## src/rtl/ex_pkg.sv

```systemverilog
// ex_pkg: shared encodings for the EX stage and its multiply/divide unit.
//   md_op_e    : W_ID_md_op encodings (NONE/MULT/MULTU/DIV/DIVU/MFHI/MFLO)
//   fwd_sel_e  : operand forward-select codes
//   alu_op_e   : W_ID_alu_sel encodings for the single-cycle ALU
//   md_state_e : iterative multiply/divide sequencer states
package ex_pkg;

    typedef enum logic [2:0] {
        MD_NONE  = 3'd0,
        MD_MULT  = 3'd1,
        MD_MULTU = 3'd2,
        MD_DIV   = 3'd3,
        MD_DIVU  = 3'd4,
        MD_MFHI  = 3'd5,
        MD_MFLO  = 3'd6
    } md_op_e;

    typedef enum logic [1:0] {
        FWD_REG    = 2'b00,
        FWD_EX_MEM = 2'b01,
        FWD_WB     = 2'b10,
        FWD_ZERO   = 2'b11
    } fwd_sel_e;

    typedef enum logic [3:0] {
        ALU_ADD  = 4'd0,
        ALU_SUB  = 4'd1,
        ALU_AND  = 4'd2,
        ALU_OR   = 4'd3,
        ALU_XOR  = 4'd4,
        ALU_NOR  = 4'd5,
        ALU_SLT  = 4'd6,
        ALU_SLTU = 4'd7,
        ALU_SLL  = 4'd8,
        ALU_SRL  = 4'd9,
        ALU_SRA  = 4'd10,
        ALU_LUI  = 4'd11
    } alu_op_e;

    typedef enum logic [1:0] {
        ST_IDLE = 2'd0,
        ST_MUL  = 2'd1,
        ST_DIV  = 2'd2
    } md_state_e;

    // True for the md_op codes that launch an iterative operation.
    function automatic logic is_md_start(input md_op_e op);
        return (op == MD_MULT) || (op == MD_MULTU) || (op == MD_DIV) || (op == MD_DIVU);
    endfunction

endpackage

```

## src/rtl/md_unit.sv

```systemverilog
// md_unit: iterative radix-2 multiply / restoring divide, DATA_W cycles per op.
//   clk, rst      : clock, asynchronous active-high reset (aborts any op)
//   start         : launch an op (sampled only when idle)
//   is_signed     : operands are two's complement
//   op_div        : 1 = divide, 0 = multiply
//   a, b          : multiplicand/multiplier or dividend/divisor
//   busy          : op in flight (cycle after start through the last edge)
//   done          : one-cycle pulse after HI/LO update
//   hi, lo        : result registers
module md_unit
    import ex_pkg::*;
#(
    parameter int DATA_W = 32
) (
    input  logic              clk,
    input  logic              rst,
    input  logic              start,
    input  logic              is_signed,
    input  logic              op_div,
    input  logic [DATA_W-1:0] a,
    input  logic [DATA_W-1:0] b,
    output logic              busy,
    output logic              done,
    output logic [DATA_W-1:0] hi,
    output logic [DATA_W-1:0] lo
);

    localparam int CNT_W = $clog2(DATA_W + 1);

    md_state_e         state;
    logic [CNT_W-1:0]  cnt;
    logic [DATA_W:0]   acc;   // product high half / partial remainder
    logic [DATA_W-1:0] qr;    // multiplier / dividend shifting into quotient
    logic [DATA_W-1:0] dv;    // multiplicand / divisor magnitude
    logic              neg_q; // result (product or quotient) is negative
    logic              neg_r; // remainder takes dividend's sign
    logic              div_zero;

    logic              a_neg, b_neg;
    logic [DATA_W-1:0] a_mag, b_mag;

    logic [DATA_W:0]     mul_sum, mul_acc_n;
    logic [DATA_W-1:0]   mul_qr_n;
    logic [2*DATA_W-1:0] prod, prod_s;

    logic [DATA_W:0]     div_shift, div_acc_n;
    logic                div_ge;
    logic [DATA_W-1:0]   div_qr_n, quot, rem;

    // Both ops run on magnitudes; signs are re-applied on the last edge.
    always_comb begin
        a_neg = is_signed & a[DATA_W-1];
        b_neg = is_signed & b[DATA_W-1];
        a_mag = a_neg ? (~a + 1'b1) : a;
        b_mag = b_neg ? (~b + 1'b1) : b;
    end

    always_comb begin
        mul_sum   = {1'b0, acc[DATA_W-1:0]} + {1'b0, (qr[0] ? dv : '0)};
        mul_acc_n = {1'b0, mul_sum[DATA_W:1]};
        mul_qr_n  = {mul_sum[0], qr[DATA_W-1:1]};
        prod      = {mul_acc_n[DATA_W-1:0], mul_qr_n};
        prod_s    = neg_q ? (~prod + 1'b1) : prod;

        div_shift = {acc[DATA_W-1:0], qr[DATA_W-1]};
        div_ge    = (div_shift >= {1'b0, dv});
        div_acc_n = div_ge ? (div_shift - {1'b0, dv}) : div_shift;
        div_qr_n  = {qr[DATA_W-2:0], div_ge};
        quot      = neg_q ? (~div_qr_n + 1'b1) : div_qr_n;
        // With a zero divisor every step subtracts nothing, so the remainder
        // ends up holding the dividend magnitude; only LO needs forcing.
        rem       = neg_r ? (~div_acc_n[DATA_W-1:0] + 1'b1) : div_acc_n[DATA_W-1:0];
    end

    always_ff @(posedge clk or posedge rst) begin
        if (rst) begin
            state    <= ST_IDLE;
            cnt      <= '0;
            acc      <= '0;
            qr       <= '0;
            dv       <= '0;
            neg_q    <= 1'b0;
            neg_r    <= 1'b0;
            div_zero <= 1'b0;
            busy     <= 1'b0;
            done     <= 1'b0;
            hi       <= '0;
            lo       <= '0;
        end else begin
            done <= 1'b0;
            case (state)
                ST_IDLE: begin
                    if (start) begin
                        acc      <= '0;
                        qr       <= a_mag;
                        dv       <= b_mag;
                        neg_q    <= a_neg ^ b_neg;
                        neg_r    <= a_neg;
                        div_zero <= (b == '0);
                        cnt      <= CNT_W'(DATA_W);
                        busy     <= 1'b1;
                        state    <= op_div ? ST_DIV : ST_MUL;
                    end
                end
                ST_MUL: begin
                    acc <= mul_acc_n;
                    qr  <= mul_qr_n;
                    cnt <= cnt - 1'b1;
                    if (cnt == CNT_W'(1)) begin
                        hi    <= prod_s[2*DATA_W-1:DATA_W];
                        lo    <= prod_s[DATA_W-1:0];
                        busy  <= 1'b0;
                        done  <= 1'b1;
                        state <= ST_IDLE;
                    end
                end
                ST_DIV: begin
                    acc <= div_acc_n;
                    qr  <= div_qr_n;
                    cnt <= cnt - 1'b1;
                    if (cnt == CNT_W'(1)) begin
                        hi    <= rem;
                        lo    <= div_zero ? '1 : quot;
                        busy  <= 1'b0;
                        done  <= 1'b1;
                        state <= ST_IDLE;
                    end
                end
                default: begin
                    busy  <= 1'b0;
                    state <= ST_IDLE;
                end
            endcase
        end
    end

endmodule

```

## src/rtl/ex_md_stage.sv

```systemverilog
// ex_md_stage: execute stage with forwarding, single-cycle ALU and an
// iterative multiply/divide unit holding HI/LO.
//   clk, rst                  : clock, asynchronous active-high reset
//   W_ID_*                    : decoded instruction from ID (operands, imm,
//                               alu/md op, forward codes, passthrough controls)
//   W_forwardA/B              : 00 reg, 01 EX/MEM result, 10 WB data, 11 zero
//   W_EX_MEM_alu_res, W_WB_wb_data : forwarded values
//   W_EX_*                    : combinational EX results / controls
//   W_EX_stall                : hold upstream while md unit is busy
//   W_EX_md_busy              : multiply/divide in flight
module ex_md_stage
    import ex_pkg::*;
#(
    parameter int DATA_W = 32,
    parameter int IMM_W  = 16
) (
    input  logic              clk,
    input  logic              rst,
    input  logic              W_ID_valid,
    input  logic [DATA_W-1:0] W_ID_rs_data,
    input  logic [DATA_W-1:0] W_ID_rt_data,
    input  logic              W_ID_rt_sel,
    input  logic              W_ID_imm_sext,
    input  logic [IMM_W-1:0]  W_ID_imme,
    input  logic [3:0]        W_ID_alu_sel,
    input  logic [2:0]        W_ID_md_op,
    input  logic [1:0]        W_forwardA,
    input  logic [1:0]        W_forwardB,
    input  logic [DATA_W-1:0] W_EX_MEM_alu_res,
    input  logic [DATA_W-1:0] W_WB_wb_data,
    input  logic [4:0]        W_ID_rd,
    input  logic              W_ID_w_mem_ena,
    input  logic              W_ID_w_reg_ena,
    input  logic              W_ID_wb_sel,
    output logic [DATA_W-1:0] W_EX_alu_res,
    output logic [DATA_W-1:0] W_EX_rt_data,
    output logic [4:0]        W_EX_rd,
    output logic              W_EX_w_mem_ena,
    output logic              W_EX_w_reg_ena,
    output logic              W_EX_wb_sel,
    output logic              W_EX_valid,
    output logic              W_EX_stall,
    output logic              W_EX_md_busy
);

    localparam int SH_W = $clog2(DATA_W);

    md_op_e            md_op;
    logic [DATA_W-1:0] fwd_a, fwd_b, op_b, imm_ext, alu_res;
    logic [SH_W-1:0]   shamt;
    logic              md_busy, md_start, md_done_unused;
    logic [DATA_W-1:0] md_hi, md_lo;

    assign md_op = md_op_e'(W_ID_md_op);

    always_comb begin
        case (fwd_sel_e'(W_forwardA))
            FWD_REG:    fwd_a = W_ID_rs_data;
            FWD_EX_MEM: fwd_a = W_EX_MEM_alu_res;
            FWD_WB:     fwd_a = W_WB_wb_data;
            default:    fwd_a = '0;
        endcase
        case (fwd_sel_e'(W_forwardB))
            FWD_REG:    fwd_b = W_ID_rt_data;
            FWD_EX_MEM: fwd_b = W_EX_MEM_alu_res;
            FWD_WB:     fwd_b = W_WB_wb_data;
            default:    fwd_b = '0;
        endcase
    end

    assign imm_ext = W_ID_imm_sext ? {{(DATA_W-IMM_W){W_ID_imme[IMM_W-1]}}, W_ID_imme}
                                   : {{(DATA_W-IMM_W){1'b0}}, W_ID_imme};
    assign op_b    = W_ID_rt_sel ? imm_ext : fwd_b;
    assign shamt   = op_b[SH_W-1:0];

    always_comb begin
        case (alu_op_e'(W_ID_alu_sel))
            ALU_ADD:  alu_res = fwd_a + op_b;
            ALU_SUB:  alu_res = fwd_a - op_b;
            ALU_AND:  alu_res = fwd_a & op_b;
            ALU_OR:   alu_res = fwd_a | op_b;
            ALU_XOR:  alu_res = fwd_a ^ op_b;
            ALU_NOR:  alu_res = ~(fwd_a | op_b);
            ALU_SLT:  alu_res = {{(DATA_W-1){1'b0}}, ($signed(fwd_a) < $signed(op_b))};
            ALU_SLTU: alu_res = {{(DATA_W-1){1'b0}}, (fwd_a < op_b)};
            ALU_SLL:  alu_res = fwd_a << shamt;
            ALU_SRL:  alu_res = fwd_a >> shamt;
            ALU_SRA:  alu_res = $unsigned($signed(fwd_a) >>> shamt);
            ALU_LUI:  alu_res = op_b << (DATA_W / 2);
            default:  alu_res = '0;
        endcase
    end

    // Any md instruction (start or HI/LO read) waits for the unit; ALU ops don't.
    assign W_EX_stall = W_ID_valid & md_busy & (md_op != MD_NONE);
    assign md_start   = W_ID_valid & is_md_start(md_op) & ~W_EX_stall;

    md_unit #(
        .DATA_W (DATA_W)
    ) u_md_unit (
        .clk       (clk),
        .rst       (rst),
        .start     (md_start),
        .is_signed ((md_op == MD_MULT) || (md_op == MD_DIV)),
        .op_div    ((md_op == MD_DIV) || (md_op == MD_DIVU)),
        .a         (fwd_a),
        .b         (fwd_b),
        .busy      (md_busy),
        .done      (md_done_unused),
        .hi        (md_hi),
        .lo        (md_lo)
    );

    always_comb begin
        case (md_op)
            MD_MFHI: W_EX_alu_res = md_hi;
            MD_MFLO: W_EX_alu_res = md_lo;
            default: W_EX_alu_res = alu_res;
        endcase
    end

    assign W_EX_rt_data   = fwd_b;
    assign W_EX_rd        = W_ID_rd;
    assign W_EX_wb_sel    = W_ID_wb_sel;
    assign W_EX_valid     = W_ID_valid & ~W_EX_stall;
    assign W_EX_w_mem_ena = W_ID_w_mem_ena & ~W_EX_stall;
    assign W_EX_w_reg_ena = W_ID_w_reg_ena & ~W_EX_stall;
    assign W_EX_md_busy   = md_busy;

endmodule

```

## config.mk

```make
export PLATFORM = sky130hd
export DESIGN_NAME = ex_md_stage
export DESIGN_NICKNAME = d
export VERILOG_FILES = /design/src/rtl/ex_pkg.sv /design/src/rtl/md_unit.sv /design/src/rtl/ex_md_stage.sv
export SDC_FILE = /design/constraint.sdc
export NUM_CORES = 2
export LEC_CHECK = 0
export ABC_AREA = 0
export BUFFER_PORTS_ARGS = -buffer_cell sky130_fd_sc_hd__buf_2
export CORE_MARGIN = 10
export CORE_UTILIZATION = 53
export DETAILED_ROUTE_END_ITERATION = 12
export MAX_ROUTING_LAYER = met4
export PLACE_DENSITY = 0.72
export SLEW_MARGIN = 5
export SYNTH_ARGS = -nofsm -noshare
export SYNTH_HDL_FRONTEND = slang
export SYNTH_SLANG_ARGS = --single-unit
```

## constraint.sdc

```tcl
create_clock -name clk -period 9.16 [get_ports clk]
set_clock_uncertainty 0.15 [all_clocks]
set_input_delay 1.374 -clock clk [delete_from_list [all_inputs] [get_ports clk]]
set_output_delay 1.374 -clock clk [all_outputs]
set_load 0.05 [all_outputs]
```

; Word-level counts from Yosys, hierarchy flattened
; Cells that the tools add are included.
[totals]
reg_bits = 172
ramBits = 0
romBits = 0
latchBits = 0
elab_cells = 128
n_memories = 0
[op_classes]
mul = 0
muxes = 33
bitwise = 20
n_div = 0
shift = 3
add_sub_neg = 10
magnitude_cmp = 3
eq_ne = 28
n_reduce_logical = 20
[ops]
columns = cell, n
row1 = 32-bit 2-to-1 mux, 15
row2 = 32-bit case mux with 12 select lines, 1
row3 = 32-bit case mux with 3 select lines, 4
row4 = 32-bit case mux with 2 select lines, 3
row5 = 32-bit NOT, 5
row6 = "32-bit by 1-bit adder with 32-bit output, second input constant", 4
row7 = "64-bit by 1-bit adder with 64-bit output, second input constant", 1
row8 = 32-bit < comparator, 2
row9 = 64-bit 2-to-1 mux, 1
row10 = 64-bit NOT, 1
row11 = 32-bit subtractor, 2
row12 = 32-bit by 32-bit adder with 33-bit output, 1
row13 = 33-bit by 32-bit greater-or-equal comparator with 1-bit output, 1
row14 = 32-bit adder, 1
row15 = 32-bit AND, 1
row16 = 32-bit zero test, 1
row17 = 32-bit OR, 1
row18 = 32-bit by 5-bit left shift with 32-bit output, 1
row19 = 32-bit by 5-bit >> shifter with 32-bit output, 1
row20 = 32-bit by 5-bit >>> shifter with 32-bit output, 1
row21 = 32-bit bitwise XOR, 1
row22 = "4-bit by 3-bit == test with 1-bit output, second input constant", 4
row23 = "4-bit == test, second input constant", 4
row24 = 6-bit case mux with 2 select lines, 1
row25 = 27 further kinds, 59

; Longest topological paths before layout
[depth]
depth_word = 8
ltp_mapped = 24
ltp_nobuf = 20

; Hierarchy
; A second synthesis with hierarchy kept.
[unflattened]
cells_unflattened = 4028
hier_area_um2 = 28441.0
[modules_own_cells]
columns = mod, cells_each, area_per_inst_um2, n_inst
row1 = md_unit, 2258, 16993.8, 1
row2 = ex_md_stage, 1770, 11447.2, 1

; Worst setup path before layout
; Ideal clock, no wire load.
[synth_path]
path_kind = input -> output
startpoint = input port W_forwardB[1]
endpoint = output port W_EX_alu_res[29]
n_path_buf = 3
setup_slack_ns = -0.279
arrival_ns = 7.915
stages = 20
path_cell_list = clkbuf_1 -> clkbuf_1 -> clkbuf_1 -> mux2i_1 -> o21ai_0 -> mux2_2 -> inv_1 -> ha_1 -> nor2b_1 -> o31ai_1 -> a21oi_1 -> o21ai_0 -> a211oi_1 -> a2111oi_0 -> o31ai_1 -> a21oi_1 -> o31ai_1 -> xnor2_1 -> a221oi_1 -> o21ai_0
[synth_rtl]
columns = item, line_no
row1 = "start, declared", ex_md_stage.sv:28  ; input logic [1:0] W_forwardB,
row2 = "2-bit == test, or another cell as far along", ex_md_stage.sv:63  ; case (fwd_sel_e'(W_forwardB))
row3 = 32-bit case mux with 3 select lines *, ex_md_stage.sv:63
row4 = via W_EX_rt_data[12], ex_md_stage.sv:36  ; output logic [DATA_W-1:0] W_EX_rt_data,
row5 = 32-bit 2-to-1 mux *, ex_md_stage.sv:73  ; assign op_b = W_ID_rt_sel ? imm_ext : fwd_b;
row6 = 32-bit subtractor or 32-bit adder (tied branches), "ex_md_stage.sv:79, ex_md_stage.sv:78"
row7 = 32-bit case mux with 12 select lines *, ex_md_stage.sv:77  ; case (alu_op_e'(W_ID_alu_sel))
row8 = 32-bit case mux with 2 select lines *, ex_md_stage.sv:115  ; case (md_op)
row9 = "end, declared", ex_md_stage.sv:35  ; output logic [DATA_W-1:0] W_EX_alu_res,
; Mark *: on every way through the listed nets, which the timed path passes. The rest lies on a longest branch.

; Worst setup path after layout
[layout_path]
startpoint = input port W_forwardB[1]
endpoint = output port W_EX_alu_res[25]
[layout_between]
elab_chain_cells = 7
[layout_rtl]
columns = item, line_no
row1 = "2-bit == test, or another cell as far along", ex_md_stage.sv:63
row2 = 32-bit case mux with 3 select lines *, ex_md_stage.sv:63
row3 = 32-bit 2-to-1 mux *, ex_md_stage.sv:73
row4 = "parallel branches: the longest is 2 deep, another holds 32-bit subtractor", n/a
row5 = 32-bit case mux with 12 select lines *, ex_md_stage.sv:77
row6 = 32-bit case mux with 2 select lines *, ex_md_stage.sv:115
; Mark *: on every way between the ends.

==> impl_summary.log <==
[metrics] drt first pass iters: 8
[metrics] antenna violation net count after detailed routing: 0
[metrics] Hold Buf Count CTS: 0
[metrics] pin count of the biggest net entering global routing: 105
[metrics] final count of hold timing violations: 0
[metrics] unrepaired setup endpoints after global routing: no
[metrics] io pins: roughly 240
[metrics] count of flip-flops with a built-in enable after synthesis: 0
[metrics] Max clock buf depth: 2
[metrics] synth unique cells: 88
[metrics] share of post-route cells with drive strength above 1: 11.5%
[metrics] effective utilization at floorplan: 53.6%
[metrics] number of instances on the worst hold path: 2
[metrics] Layout Area Growth over Synthesis: 8.69%
[metrics] highest cell delay on the worst timing path: 0.85 ns
[metrics] total number of yosys warnings: 0
[metrics] Period Utilization, post-route: 91.4%
[metrics] number of max-cap violations: 0
[metrics] clock-pin transition on the worst setup and hold timing paths: roughly 0.070 ns
[metrics] post-cts resize count: 0
[metrics] Num CTS Buffers: 17
[metrics] kind of start point of the critical path: input pin
[metrics] Max Clock Freq: 0.119 GHz
[metrics] final RePlAce weighted congestion: 1.12
[metrics] number of violations reported at the end of detailed-routing iteration 0: approximately 4,300
[metrics] sequential group share of total power: 25.7%
[metrics] Clk pwr share: 25.0%
[metrics] number of nets in the finished design: between 4,000 and 5,000
[metrics] wire length of the first global-routing pass: 185,000 um
[metrics] leakage: 0.0135 uW
[metrics] maximum level of the CTS H-tree: 4
[metrics] CP Capture Type: output port
[metrics] average wire per cell in the routed design: 27.6 um
[metrics] end of the worst hold path: u_md_unit.lo[3]$_DFFE_PP0P_
[metrics] power share of the combinational group: 49.3%
[metrics] routed vias: 31,400
[metrics] time the final worst path needs with I/O delays and setup: roughly 8.4 ns
[metrics] antenna violations before repair: 3
[metrics] netlist area before placement: 26,900 sq um
[metrics] required time of the worst setup path: between 7 and 8 ns
[metrics] count of clock tree sinks: 172
[metrics] worst hold start: u_md_unit.lo[3]$_DFFE_PP0P_
[metrics] reported net switching power: roughly 1400 uW
[metrics] data arrival time at the worst-slack endpoint: roughly 6.9 ns
[metrics] Post-Syn Nets: 4,175
[metrics] number of standard cells after synthesis: 3,827
[metrics] pin slew with the least headroom to its limit: 1.22 ns
[metrics] post-route cell area: 29,200 sq um
[metrics] CP max-delay cell: sky130_fd_sc_hd__nor2b_2
[metrics] Register-to-Register Path Depth: 18
[metrics] Core Util, Final: 58.2%
[metrics] run status: complete, no violations
[metrics] total grt overflow: 0
[metrics] post-CTS repair timing setup buffer count: 0
[metrics] vias in the first global route: 28,700
[metrics] commonest non-fill, non-tap cells in the layout: sky130_fd_sc_hd__nand2_1, sky130_fd_sc_hd__o21ai_0, sky130_fd_sc_hd__nor2_1, sky130_fd_sc_hd__a21oi_1, sky130_fd_sc_hd__buf_2
[metrics] prevailing post-synth register cell: sky130_fd_sc_hd__dfrtp_1
[metrics] ys async rst share: 100%
[metrics] clock root buffer: sky130_fd_sc_hd__clkbuf_16
[metrics] sequential element share of the synthesized area: 16.0%
[metrics] Power Internal: around 1600 uW
[metrics] power density normalized to cell area: 101 nW/um^2
[metrics] HP Class: reg -> reg
[metrics] total number of placement rows: 82
[metrics] DRC violation count after routing: 0
[metrics] area inside the core boundary: 50,200 sq um
[metrics] average cell area after synthesis: roughly 7 sq um
[metrics] number of synthesized register bits: 172
[metrics] All-Layer GR Usage: 41.0%
[metrics] placed wire-length estimate after detailed placement: approximately 99,000 um
[metrics] vertical extent of the die: 245 um
[metrics] instance area after placement: 28,700 sq um
[metrics] ordered list of cells on the worst path: buf_2 -> nor2b_2 -> buf_4 -> o2bb2ai_1 -> mux2i_1 -> inv_1 -> ha_1 -> a21oi_1 -> nor2_1 -> nor2_1 -> a21boi_0 -> a2111oi_0 -> buf_4 -> o41a_1 -> o21ai_0 -> a221o_1 -> a211oi_1 -> o21ai_0 -> buf_2
[metrics] Critical R2R Capture: u_md_unit.hi[18]$_DFFE_PP0P_
[metrics] mean number of vias per cell: 6.88
[metrics] DRT Wirelength: 126,000 um
[metrics] most common cell after layout, fill and taps aside: sky130_fd_sc_hd__nand2_1
[metrics] Worst Setup Path Type: in -> out
[metrics] final setup violation count: 0
[metrics] area enclosed by the die boundary: about 60,000 sq um
[metrics] final-layout setup total negative slack: 0 ns
[metrics] RR Startpoint: u_md_unit.dv[13]$_DFFE_PP0P_
[metrics] Reg2Reg Setup Slack: 2.03 ns
[metrics] share of total power consumed by net switching: 47.4%
[metrics] max-slew violation total from the final report: 0
[metrics] Buffers on Ports: 230
[metrics] Max FO, Critical Path: 18
[metrics] headroom to the max-slew limit: 16.4%
[metrics] insertion delay to the later sink of the worst-skew pair: ~0.47 ns
[metrics] clock tree from TritonCTS: done
[metrics] Die X: 245 um
[metrics] Max VDD drop: just over 0.09 mV
[critical path: cells and delay by family]
| family | cells | cell delay [ns] |
|---|---|---|
| AO/OA/AOI/OAI | 9 | 2.53 |
| adder cells (fa/ha/maj) | 1 | 0.34 |
| buffers and inverters | 5 | 1.15 |
| multiplexers | 1 | 0.41 |
| AND/OR/NAND/NOR | 3 | 1.03 |
[registers in the layout, summed over array words and instances, names as in the netlist]
name	cells
u_md_unit.acc	32
u_md_unit.busy	1
u_md_unit.cnt	6
u_md_unit.div_zero	1
u_md_unit.dv	32
u_md_unit.hi	32
u_md_unit.lo	32
u_md_unit.neg_q	1
u_md_unit.neg_r	1
u_md_unit.qr	32
u_md_unit.state	2
[per-layer routing]
layer / wire (um) / vias up / GRT usage, %
li1: - / 14100 / -
met1: 48900 / 14900 / 51.6
met2: 54800 / 2036 / 61.2
met3: 14200 / 374 / 7.36
met4: 8180 / 0 / 22.8
met5: 0 / - / -
[final cells by class]
class | count | area (sq um)
fill | 4921 | 20900
multi-input combinational | 3185 | 20900
sequential | 172 | 4310
timing repair buffer | 337 | 1980
tap | 672 | 841
inverter | 170 | 643
clock buffer | 17 | 425
clock inverter | 14 | 143
antenna | 1 | 2.50
[worst max-delay path by stage]
| stage | to | depth (start not counted) | startpoint | slack [ns] |
|---|---|---|---|---|
| global placement | W_EX_alu_res[25] | 19 | W_forwardB[1] | 1.07 |
| CTS | W_EX_alu_res[29] | 20 | W_forwardB[1] | 0.98 |
| finish | W_EX_alu_res[25] | 19 | W_forwardB[1] | 0.79 |
| floorplan | W_EX_alu_res[25] | 18 | W_forwardB[1] | 0.06 |
| global route | W_EX_alu_res[29] | 20 | W_forwardB[1] | 0.47 |
| detailed placement | W_EX_alu_res[29] | 20 | W_forwardB[1] | 1.00 |
[power groups by stage]
stage | registers [uW] | logic [uW] | clock network [uW]
after CTS | 759 | 1390 | 740
after floorplan | 774 | 894 | 0
final | 759 | 1450 | 736
after global placement | 774 | 1400 | 0
after global routing | 758 | 1510 | 768
after detailed placement | 774 | 1390 | 0
[cells in the mapped netlist, types with 53 or more instances]
cell,instances,area (sq um)
sky130_fd_sc_hd__clkbuf_1,245,920
sky130_fd_sc_hd__a211oi_1,53,398
sky130_fd_sc_hd__xnor2_1,164,1440
sky130_fd_sc_hd__nor3_1,75,375
sky130_fd_sc_hd__dfrtp_1,172,4300
sky130_fd_sc_hd__xor2_1,74,648
sky130_fd_sc_hd__inv_1,164,616
sky130_fd_sc_hd__ha_1,177,2210
sky130_fd_sc_hd__a21oi_1,259,1300
sky130_fd_sc_hd__nor2_1,301,1130
sky130_fd_sc_hd__a22oi_1,84,631
sky130_fd_sc_hd__o21ai_0,449,2250
sky130_fd_sc_hd__nand2_1,490,1840
sky130_fd_sc_hd__mux2i_1,189,1890
[metrics by stage]
| stage | setup slack [ns] | power, uW | hold WS (ns) | cells |
|---|---|---|---|---|
| detailed placement | 1.00 | 2160 | 0.320 | 4536 |
| global route | 0.468 | 3040 | 0.358 | 4568 |
| CTS | 0.976 | 2890 | 0.335 | 4567 |
| global placement | 1.07 | 2170 | 0.310 | 4536 |
| floorplan | 0.0611 | 1670 | 0.291 | 3827 |
| finish | 0.789 | 2950 | 0.331 | 4568 |
[kinds of logic after synthesis]
| group | count (synthesis) | share of synthesized area (%) |
|---|---|---|
| flops | 172 | 16.0 |
| compound gates | 1409 | 33.8 |
| buf+inv | 470 | 6.75 |
| xor+xnor | 238 | 7.75 |
| mux | 207 | 7.83 |
| simple gates | 1151 | 19.4 |
| fa+ha+maj | 180 | 8.46 |
(Power assumes the default switching activity.)
